$ cat config.mk
export PLATFORM = sky130hd
export DESIGN_NAME = count_target_sequencer_flat
export DESIGN_NICKNAME = d
export VERILOG_FILES = /design/src/rtl/tseq_pkg.sv /design/src/rtl/count_target_sequencer_if.sv /design/src/rtl/tseq_fifo.sv /design/src/rtl/count_target_sequencer.sv /design/src/flat_wrapper.sv
export SDC_FILE = /design/constraint.sdc
export NUM_CORES = 1
export LEC_CHECK = 0
export BUFFER_PORTS_ARGS = -buffer_cell sky130_fd_sc_hd__buf_2
export CORE_MARGIN = 5
export CORE_UTILIZATION = 41
export DETAILED_ROUTE_END_ITERATION = 6
export PLACE_DENSITY_LB_ADDON = 0.25
export SYNTH_ARGS = -nofsm -noshare
export SYNTH_HDL_FRONTEND = slang
export SYNTH_SLANG_ARGS = --single-unit
$ cat constraint.sdc
create_clock -name clk -period 2.1 [get_ports clk]
set_input_delay 0 -clock clk [delete_from_list [all_inputs] [get_ports clk]]
set_output_delay 0 -clock clk [all_outputs]
set_load 0.005 [all_outputs]
$ cat src/rtl/tseq_pkg.sv
// Shared types and constants for the count target sequencer.
package tseq_pkg;

  localparam int TSEQ_WIDTH = 5;

  typedef enum logic [1:0] {
    IDLE  = 2'd0,
    ISSUE = 2'd1,
    WAIT  = 2'd2
  } tseq_state_e;

  // Number of WAIT cycles tolerated before the watchdog gives up on a target.
  function automatic int tseq_timeout_limit(input int width);
    return (1 << width) + 2;
  endfunction

endpackage

$ cat src/rtl/count_target_sequencer_if.sv
// Producer push handshake plus the load/feedback path to the counter stage.
interface count_target_sequencer_if
  import tseq_pkg::*;
#(
  parameter int WIDTH = TSEQ_WIDTH
);
  logic             push_valid;
  logic [WIDTH-1:0] push_num;
  logic             push_ready;
  logic [WIDTH-1:0] cnt_num;
  logic             out_valid;
  logic [WIDTH-1:0] out_num;
  logic             done;
  logic             busy;
  logic             err;

  modport master (
    output push_valid, push_num, cnt_num,
    input  push_ready, out_valid, out_num, done, busy, err
  );

  modport slave (
    input  push_valid, push_num, cnt_num,
    output push_ready, out_valid, out_num, done, busy, err
  );
endinterface

$ cat src/rtl/tseq_fifo.sv
// Show-ahead synchronous FIFO; pointers carry one extra wrap bit to tell full from empty.
module tseq_fifo
  import tseq_pkg::*;
#(
  parameter int DEPTH = 4,
  parameter int WIDTH = TSEQ_WIDTH
) (
  input  logic             clk,
  input  logic             rst,
  input  logic             wr_en,
  input  logic [WIDTH-1:0] wr_data,
  input  logic             rd_en,
  output logic [WIDTH-1:0] rd_data,
  output logic             full,
  output logic             empty
);
  localparam int AW = $clog2(DEPTH);

  logic [WIDTH-1:0] mem [DEPTH];
  logic [AW:0]      wr_ptr, rd_ptr;
  logic             wr_fire, rd_fire;

  assign full    = (wr_ptr[AW-1:0] == rd_ptr[AW-1:0]) && (wr_ptr[AW] != rd_ptr[AW]);
  assign empty   = (wr_ptr == rd_ptr);
  assign wr_fire = wr_en && !full;
  assign rd_fire = rd_en && !empty;
  assign rd_data = mem[rd_ptr[AW-1:0]];

  always_ff @(posedge clk) begin
    if (rst) begin
      wr_ptr <= '0;
      rd_ptr <= '0;
    end else begin
      if (wr_fire) wr_ptr <= wr_ptr + 1'b1;
      if (rd_fire) rd_ptr <= rd_ptr + 1'b1;
    end
  end

  always_ff @(posedge clk) begin
    if (wr_fire) mem[wr_ptr[AW-1:0]] <= wr_data;
  end

endmodule

$ cat src/rtl/count_target_sequencer.sv
// Buffers count targets, loads them into the counter one at a time, and waits for each to be reached.
// Optional watchdog: define TSEQ_TIMEOUT_EN to abandon a target that is never reached.
module count_target_sequencer
  import tseq_pkg::*;
#(
  parameter int DEPTH = 4,
  parameter int WIDTH = TSEQ_WIDTH
) (
  input logic                     clk,
  input logic                     rst,
  count_target_sequencer_if.slave bus
);
  tseq_state_e      state, state_nxt;
  logic [WIDTH-1:0] target, head;
  logic             full, empty;
  logic             load, match, timeout;
  logic             out_valid_q, done_q;
  logic [WIDTH-1:0] out_num_q;

  tseq_fifo #(.DEPTH(DEPTH), .WIDTH(WIDTH)) u_fifo (
    .clk     (clk),
    .rst     (rst),
    .wr_en   (bus.push_valid),
    .wr_data (bus.push_num),
    .rd_en   (state == ISSUE),
    .rd_data (head),
    .full    (full),
    .empty   (empty)
  );

  // The counter clears on load, so WAIT never sees a stale match from a previous target.
  assign match = (bus.cnt_num == target);
  assign load  = (state == IDLE) && !empty;

`ifdef TSEQ_TIMEOUT_EN
  localparam logic [WIDTH+1:0] WD_LAST = (WIDTH+2)'(tseq_timeout_limit(WIDTH) - 1);

  logic [WIDTH+1:0] wd;
  logic             err_q;

  assign timeout = (state == WAIT) && !match && (wd == WD_LAST);

  // Held at zero outside WAIT so each target starts with a fresh budget.
  always_ff @(posedge clk) begin
    if (rst || state != WAIT) wd <= '0;
    else                      wd <= wd + 1'b1;
  end

  always_ff @(posedge clk) begin
    if (rst) err_q <= 1'b0;
    else     err_q <= timeout;
  end

  assign bus.err = err_q;
`else
  assign timeout = 1'b0;
  assign bus.err = 1'b0;
`endif

  always_comb begin
    state_nxt = state;
    unique case (state)
      IDLE:    if (load) state_nxt = ISSUE;
      ISSUE:   state_nxt = WAIT;
      WAIT:    if (match || timeout) state_nxt = IDLE;
      default: state_nxt = IDLE;
    endcase
  end

  always_ff @(posedge clk) begin
    if (rst) begin
      state       <= IDLE;
      target      <= '0;
      out_valid_q <= 1'b0;
      out_num_q   <= '0;
      done_q      <= 1'b0;
    end else begin
      state       <= state_nxt;
      out_valid_q <= load;
      out_num_q   <= load ? head : '0;
      done_q      <= (state == WAIT) && match;
      if (load) target <= head;
    end
  end

  assign bus.out_valid  = out_valid_q;
  assign bus.out_num    = out_num_q;
  assign bus.done       = done_q;
  assign bus.push_ready = !full;
  assign bus.busy       = (state != IDLE) || !empty;

endmodule

$ cat src/flat_wrapper.sv
// flat-port wrapper written by rule: the top's interface ports become plain ports
module count_target_sequencer_flat import tseq_pkg::*;
#(
  parameter int DEPTH = 4,
  parameter int WIDTH = TSEQ_WIDTH
)
  (clk, rst, bus_push_valid, bus_push_num, bus_cnt_num, bus_push_ready, bus_out_valid, bus_out_num, bus_done, bus_busy, bus_err);
  count_target_sequencer_if #(.WIDTH(WIDTH)) bus_i ();
  input logic clk;
  input logic rst;
  input wire logic [$bits(bus_i.push_valid)-1:0] bus_push_valid;
  input wire logic [$bits(bus_i.push_num)-1:0] bus_push_num;
  input wire logic [$bits(bus_i.cnt_num)-1:0] bus_cnt_num;
  output wire logic [$bits(bus_i.push_ready)-1:0] bus_push_ready;
  output wire logic [$bits(bus_i.out_valid)-1:0] bus_out_valid;
  output wire logic [$bits(bus_i.out_num)-1:0] bus_out_num;
  output wire logic [$bits(bus_i.done)-1:0] bus_done;
  output wire logic [$bits(bus_i.busy)-1:0] bus_busy;
  output wire logic [$bits(bus_i.err)-1:0] bus_err;
  assign bus_i.push_valid = bus_push_valid;
  assign bus_i.push_num = bus_push_num;
  assign bus_i.cnt_num = bus_cnt_num;
  assign bus_push_ready = bus_i.push_ready;
  assign bus_out_valid = bus_i.out_valid;
  assign bus_out_num = bus_i.out_num;
  assign bus_done = bus_i.done;
  assign bus_busy = bus_i.busy;
  assign bus_err = bus_i.err;
  count_target_sequencer #(.DEPTH(DEPTH), .WIDTH(WIDTH)) u_core (.clk(clk), .rst(rst), .bus(bus_i));
endmodule
# After elaboration in Yosys (flattened, before gate mapping)
# Memory sizes are Yosys's and may differ from the RTL's. A register that Yosys moved wholly into a read port is not among the register bits.
# Cells that the tools add are included.
# totals
regBits	20
ram_bits	20
input_bits	13
output_inout_bits	10
elab_cells	38
memories	1
# mem_list
name	depth	width	rd	rd_clocked_by_memory_dff	write_ports	line_no	source
u_core.u_fifo.mem	4	5	1	1	1	tseq_fifo.sv:19	logic [WIDTH-1:0] mem [DEPTH];
# classes
add_sub_neg	2
eq_ne	8
mux	7
bitwise_logic	1
n_reduce_logical	12
# ops
op	count
2-bit two-way mux	4
3-bit by 1-bit adder with 3-bit output, second input constant	2
2-bit case mux with 3 select lines	1
5-bit equality test	1
1-bit logical AND	5
2-bit by 1-bit != test with 1-bit output, second input constant	2
3-bit equality test	1
2-bit by 1-bit equality test with 1-bit output, second input constant	1
2-bit equality test	1
2-bit equality test, second input constant	1
1-bit logical NOT	2
2-bit logical NOT	1
1-bit two-way mux	2
2-bit AND reduction	1
2-bit nonzero test	1
2-bit OR reduction	1
1-bit logical OR	1
1-bit != test	1
1-bit inverter	1

# Longest topological paths before layout
# depth
depth_word	6
ltp_mapped	4
depth_no_buf	4

# Modules after synthesis
# Synthesis repeated with hierarchy kept, for this count alone.
# hier_totals
cells_unflattened	147
area_unflattened_um2	1855.5
# by_module_without_submodules
mod	instances	cells_per_inst	area_per_inst_um2	seq_area_each_um2
tseq_fifo	1	96	1306.3	760.7
count_target_sequencer	1	51	549.3	280.3

# Worst setup path before layout
# OpenSTA, ideal clock, no wires.
# synth_path
kind	reg-to-reg
from	register with a tool-made name
to	register u_core.target[0]
setup_time_ns	0.125
arrival_time_ns	1.427
required_time_ns	1.975
slack_ns	0.549
path_stages_with_launch	5
synth_period_minus_slack_ns	1.551
cell_sequence	dfxtp_1 -> clkbuf_1 -> mux4_2 -> and2_2 -> o21bai_1
# synth_lines
element	line_no	source
to (signal assigned)	count_target_sequencer.sv:73	target <= '0;
to (signal assigned)	count_target_sequencer.sv:82	if (load) target <= head;
to (decl)	count_target_sequencer.sv:14	logic [WIDTH-1:0] target, head;

# Worst setup path in the final report
# layout_path
from	register u_core.u_fifo.wr_ptr[0]
to	memory u_core.u_fifo.mem[0][1] (netlist bit), enable pin
# layout_between
elab_chain_len	6
# layout_rtl
element	line_no	source
from (decl)	tseq_fifo.sv:20	logic [AW:0] wr_ptr, rd_ptr;
from (signal assigned)	tseq_fifo.sv:34	if (wr_fire) wr_ptr <= wr_ptr + 1'b1;
2-bit equality test	tseq_fifo.sv:23	assign full = (wr_ptr[AW-1:0] == rd_ptr[AW-1:0]) && (wr_ptr[AW] != rd_ptr[AW]);
1-bit logical AND	tseq_fifo.sv:23	
1-bit logical NOT	tseq_fifo.sv:25	assign wr_fire = wr_en && !full;
1-bit logical AND	tseq_fifo.sv:25	
1-bit two-way mux	tseq_fifo.sv:40	if (wr_fire) mem[wr_ptr[AW-1:0]] <= wr_data;
1-bit two-way mux (not written as such)	tseq_fifo.sv:40	
to (decl)	tseq_fifo.sv:19	
# Parallel ways exist; a longest one is shown, timed or not.

==> impl_results.rst <==
.. list-table::
   :header-rows: 1

   * - Metric
     - Value
   * - Antenna Cells
     - 0
   * - Synthesized area divided by synthesized cell count
     - 14.41 um2
   * - Met2 Routed Length
     - 1288 um
   * - Critical path cell sequence
     - xnor2_2 > a31oi_2 > and2_1
   * - Synth unique cells
     - 31
   * - Final setup violation count
     - 0
   * - Syn-to-layout area delta
     - 17.44%
   * - Met1 wire length
     - 1239 um
   * - Post-synth design cell area
     - 1700 um2
   * - CP peak stage delay
     - 0.46 ns
   * - Number of H-tree levels
     - 2
   * - Top layer in use
     - met4
   * - Die outline area
     - 5535 um2
   * - Sequential power share
     - 0.554
   * - Number of buffers inserted during clock tree synthesis
     - 5
   * - Average detailed-routed wire length per instance
     - 13.76 um
   * - RSZ-0062 raised after global routing
     - false
   * - Post-DP HPWL
     - 2108 um
   * - Initial core utilization
     - 0.4251
   * - Post-synthesis mux area share
     - 0.07800
   * - Nature of the critical path startpoint
     - register
   * - Total leakage power
     - 0.0007431 uW
   * - Vias in the first global route
     - 946
   * - Leading cell types in the layout, fill and taps excluded
     - sky130_fd_sc_hd__dfxtp_1, sky130_fd_sc_hd__buf_2, sky130_fd_sc_hd__edfxtp_1, sky130_fd_sc_hd__nor2_1
   * - Wire length of the first global-routing pass
     - 4422 um
   * - Psw
     - 453.5 uW
   * - Number of vias per cell
     - 4.779
   * - Peak supply drop
     - 476.1 uV
   * - P per Cell Area
     - 880.1 nW/um2
   * - Overall die height
     - 74.40 um
   * - Pin count of the biggest net entering global routing
     - 17
   * - Clock transition time at the flip-flop clock pins of the worst setup and hold paths
     - 0.08 ns
   * - Gates resized, CTS repair
     - 0
   * - Met3 routed WL
     - 186 um
   * - Net count of the finished layout
     - 166
   * - Status
     - finished, final reports clean
   * - Placed Cells
     - 186
   * - Standard cell core area
     - 4000 um2
   * - Most common cell after layout, fill and taps aside
     - sky130_fd_sc_hd__dfxtp_1
   * - Utilization of the core after routing
     - 0.4992
   * - Number of enable-type register cells in the synthesized netlist
     - 20
   * - Post-Place Worst Slack
     - 0.3935 ns
   * - Post-layout minimum cycle time
     - 1.710 ns
   * - Internal Power
     - 1304 uW
   * - Sequential element share of the synthesized area
     - 0.6122
   * - Largest family of logic cells by synthesized area
     - simple AND/OR/NAND/NOR gates
   * - Clock tree from TritonCTS
     - yes
   * - Standard-cell rows
     - 23
   * - Signal arrival time at the worst endpoint
     - 1.69 ns
   * - Routability congestion estimate from global placement
     - 0.7901
   * - XOR/XNOR share of the synthesized area
     - 0.06549
   * - Achievable Freq
     - 584.8 MHz
   * - Switching share of power
     - 0.2580
   * - Hold WC Path Type
     - in -> reg
   * - Maximum clock path buffer count
     - 2
   * - Clock network latency to the later pin of the worst-skew pair
     - 0.29 ns
   * - Iteration count of the initial detailed-routing pass
     - 4
   * - Total area of sequential cells
     - 1041 um2
   * - Post-route ant nets
     - 0
   * - Worst path setup slack after routing
     - 0.3901 ns
   * - Clock network power share
     - 0.297
   * - Congestion Overflow GR
     - 0
   * - Layout Skew
     - 0.006938 ns
   * - Number of standard cells in the layout, taps in and fillers out
     - 199
   * - Fill count
     - 366
   * - Async SR Flop Fraction
     - 0
   * - DRC violations left
     - 0
   * - DRC violation total after the first TritonRoute iteration
     - 35
   * - Combinational group share of total power
     - 0.150
   * - CP max stage cell
     - sky130_fd_sc_hd__dfxtp_1
   * - Antenna violations before repair
     - 0
   * - Root cell of the clock tree
     - sky130_fd_sc_hd__clkbuf_8
   * - Pins Over Slew Limit
     - 0
   * - Crit path kind
     - reg -> reg
   * - Synth Register Bits
     - 42
   * - Ys Warns
     - 0
   * - Share of the cycle needed by the critical path after routing
     - 0.8143
   * - Global routing usage summed across all routing layers
     - 0.1125
   * - Proportion of layout cells with a drive suffix above 1
     - 0.3154
   * - Total number of vias
     - 951
   * - Adder and majority gate portion of the synthesized area
     - 0.03679
   * - Maximum capacitance violations
     - 0
   * - Prevailing post-synth register cell
     - sky130_fd_sc_hd__dfxtp_1
   * - Total wirelength of the detailed-routed design
     - 2738 um
   * - Die X
     - 74.40 um
   * - Post-synthesis instance total
     - 118
   * - Final number of hold-violating endpoints
     - 0
   * - Synthesized net count
     - 136
   * - Multi-input gate area
     - 633.1 um2
   * - Clock Sink Count
     - 42
   * - Complex-gate fraction of the synthesized area
     - 0.07873
   * - Total negative slack
     - 0 ns
   * - Kind of capture point of the worst setup path
     - register
   * - I/O pins
     - 23
   * - Port Buf Inserts
     - 21
   * - Worst Path Max Fanout
     - 8
   * - WP data required
     - 2.08 ns
   * - Simple-Gate Fraction of Synth Area
     - 0.1111
==> cells in the mapped netlist (all sizes together), types with 2 or more instances <==
cell	n	area (um2)
dfxtp	22	440.4
edfxtp	20	600.6
and2	9	62.56
xnor2	8	85.08
nor2	7	26.28
nand2b	6	37.54
ha	5	62.56
mux4	5	112.6
o21bai	5	37.54
inv	3	11.26
xor2	3	26.28
a21bo	2	20.02
a21oi	2	10.01
a311oi	2	35.04
a31oi	2	25.02
clkbuf	2	7.510
mux2i	2	20.02
nand3	2	10.01
nand3b	2	15.01
==> worst paths after layout <==
path              cells after the start                     from  slack [ns]                       to
setup / recovery                      3  u_core.u_fifo.wr_ptr[0]        0.39  u_core.u_fifo.mem[0][1]
hold / removal                        4           bus_cnt_num[3]        0.03          u_core.bus.done
setup reg to reg                      3  u_core.u_fifo.wr_ptr[0]        0.39  u_core.u_fifo.mem[0][1]
hold reg to reg                       2         u_core.target[4]        0.48         u_core.target[4]
==> logic make-up (layout without fill, tap and decap cells) <==
| family | Yosys count | in the layout |
|---|---|---|
| compound gates | 14 | 14 |
| xor+xnor | 11 | 11 |
| mux | 7 | 7 |
| buf+inv | 6 | 37 |
| other cells | 1 | 1 |
| simple gates | 32 | 32 |
| fa+ha+maj | 5 | 5 |
| flops | 42 | 42 |
==> flip-flops by register name, indices dropped and copies added, names as in the netlist, named ones only <==
name and cells:
u_core.state 2, u_core.bus.done 1, u_core.target 5, u_core.bus.out_num 5, u_core.u_fifo.rd_ptr 3, u_core.u_fifo.mem 20
u_core.u_fifo.wr_ptr 3, u_core.bus.out_valid 1
==> area by class of cell <==
class	count	share of cell area
timing repair buffer	26	0.07769
sequential	42	0.5213
inverter	3	0.005639
clock buffer	5	0.03446
tap	50	0.03133
clock inverter	3	0.01253
multi-input combinational	70	0.3170
==> routing by layer <==
layer / vias to the layer above / track usage
met5: - / 0
met4: 0 / 0.04150
met3: 2 / 0.05405
met2: 22 / 0.1746
met1: 447 / 0.1363
li1: 480 / -
==> critical path: cells and delay by family, from the launching register on <==
| kind | cells | cell delay, ns |
|---|---|---|
| xor gates and xnor gates | 1 | 0.19 |
| and+or+nand+nor | 1 | 0.33 |
| AOI/OAI and AO/OA | 1 | 0.42 |
| DFF | 1 | 0.46 |
==> timing repair <==
| item | in CTS | in global routing |
|---|---|---|
| hold endpoints to repair | 20 | 0 |
| hold buffers | 5 | 0 |
| buffers inserted | 0 | 0 |
==> metrics by stage <==
stage / hold slack, ns / instance area, um2 / total power [uW]
global route: 0.07004 / 1997 / 1855
floorplan: 0.07540 / 1700 / 1172
global placement: 0.2300 / 1853 / 1246
detailed placement: 0.2337 / 1853 / 1254
finish: 0.03053 / 1997 / 1758
CTS: 0.02746 / 1997 / 1787
==> power groups by stage <==
stage	Combinational (uW)	Sequential, uW	Clock, uW
floorplan	191	981	0
global placement	257	989	0
detailed placement	260	993	0
CTS	268	974	544
global route	294	983	579
finish	263	973	522
No activity file was read; power rests on OpenSTA's default activity.
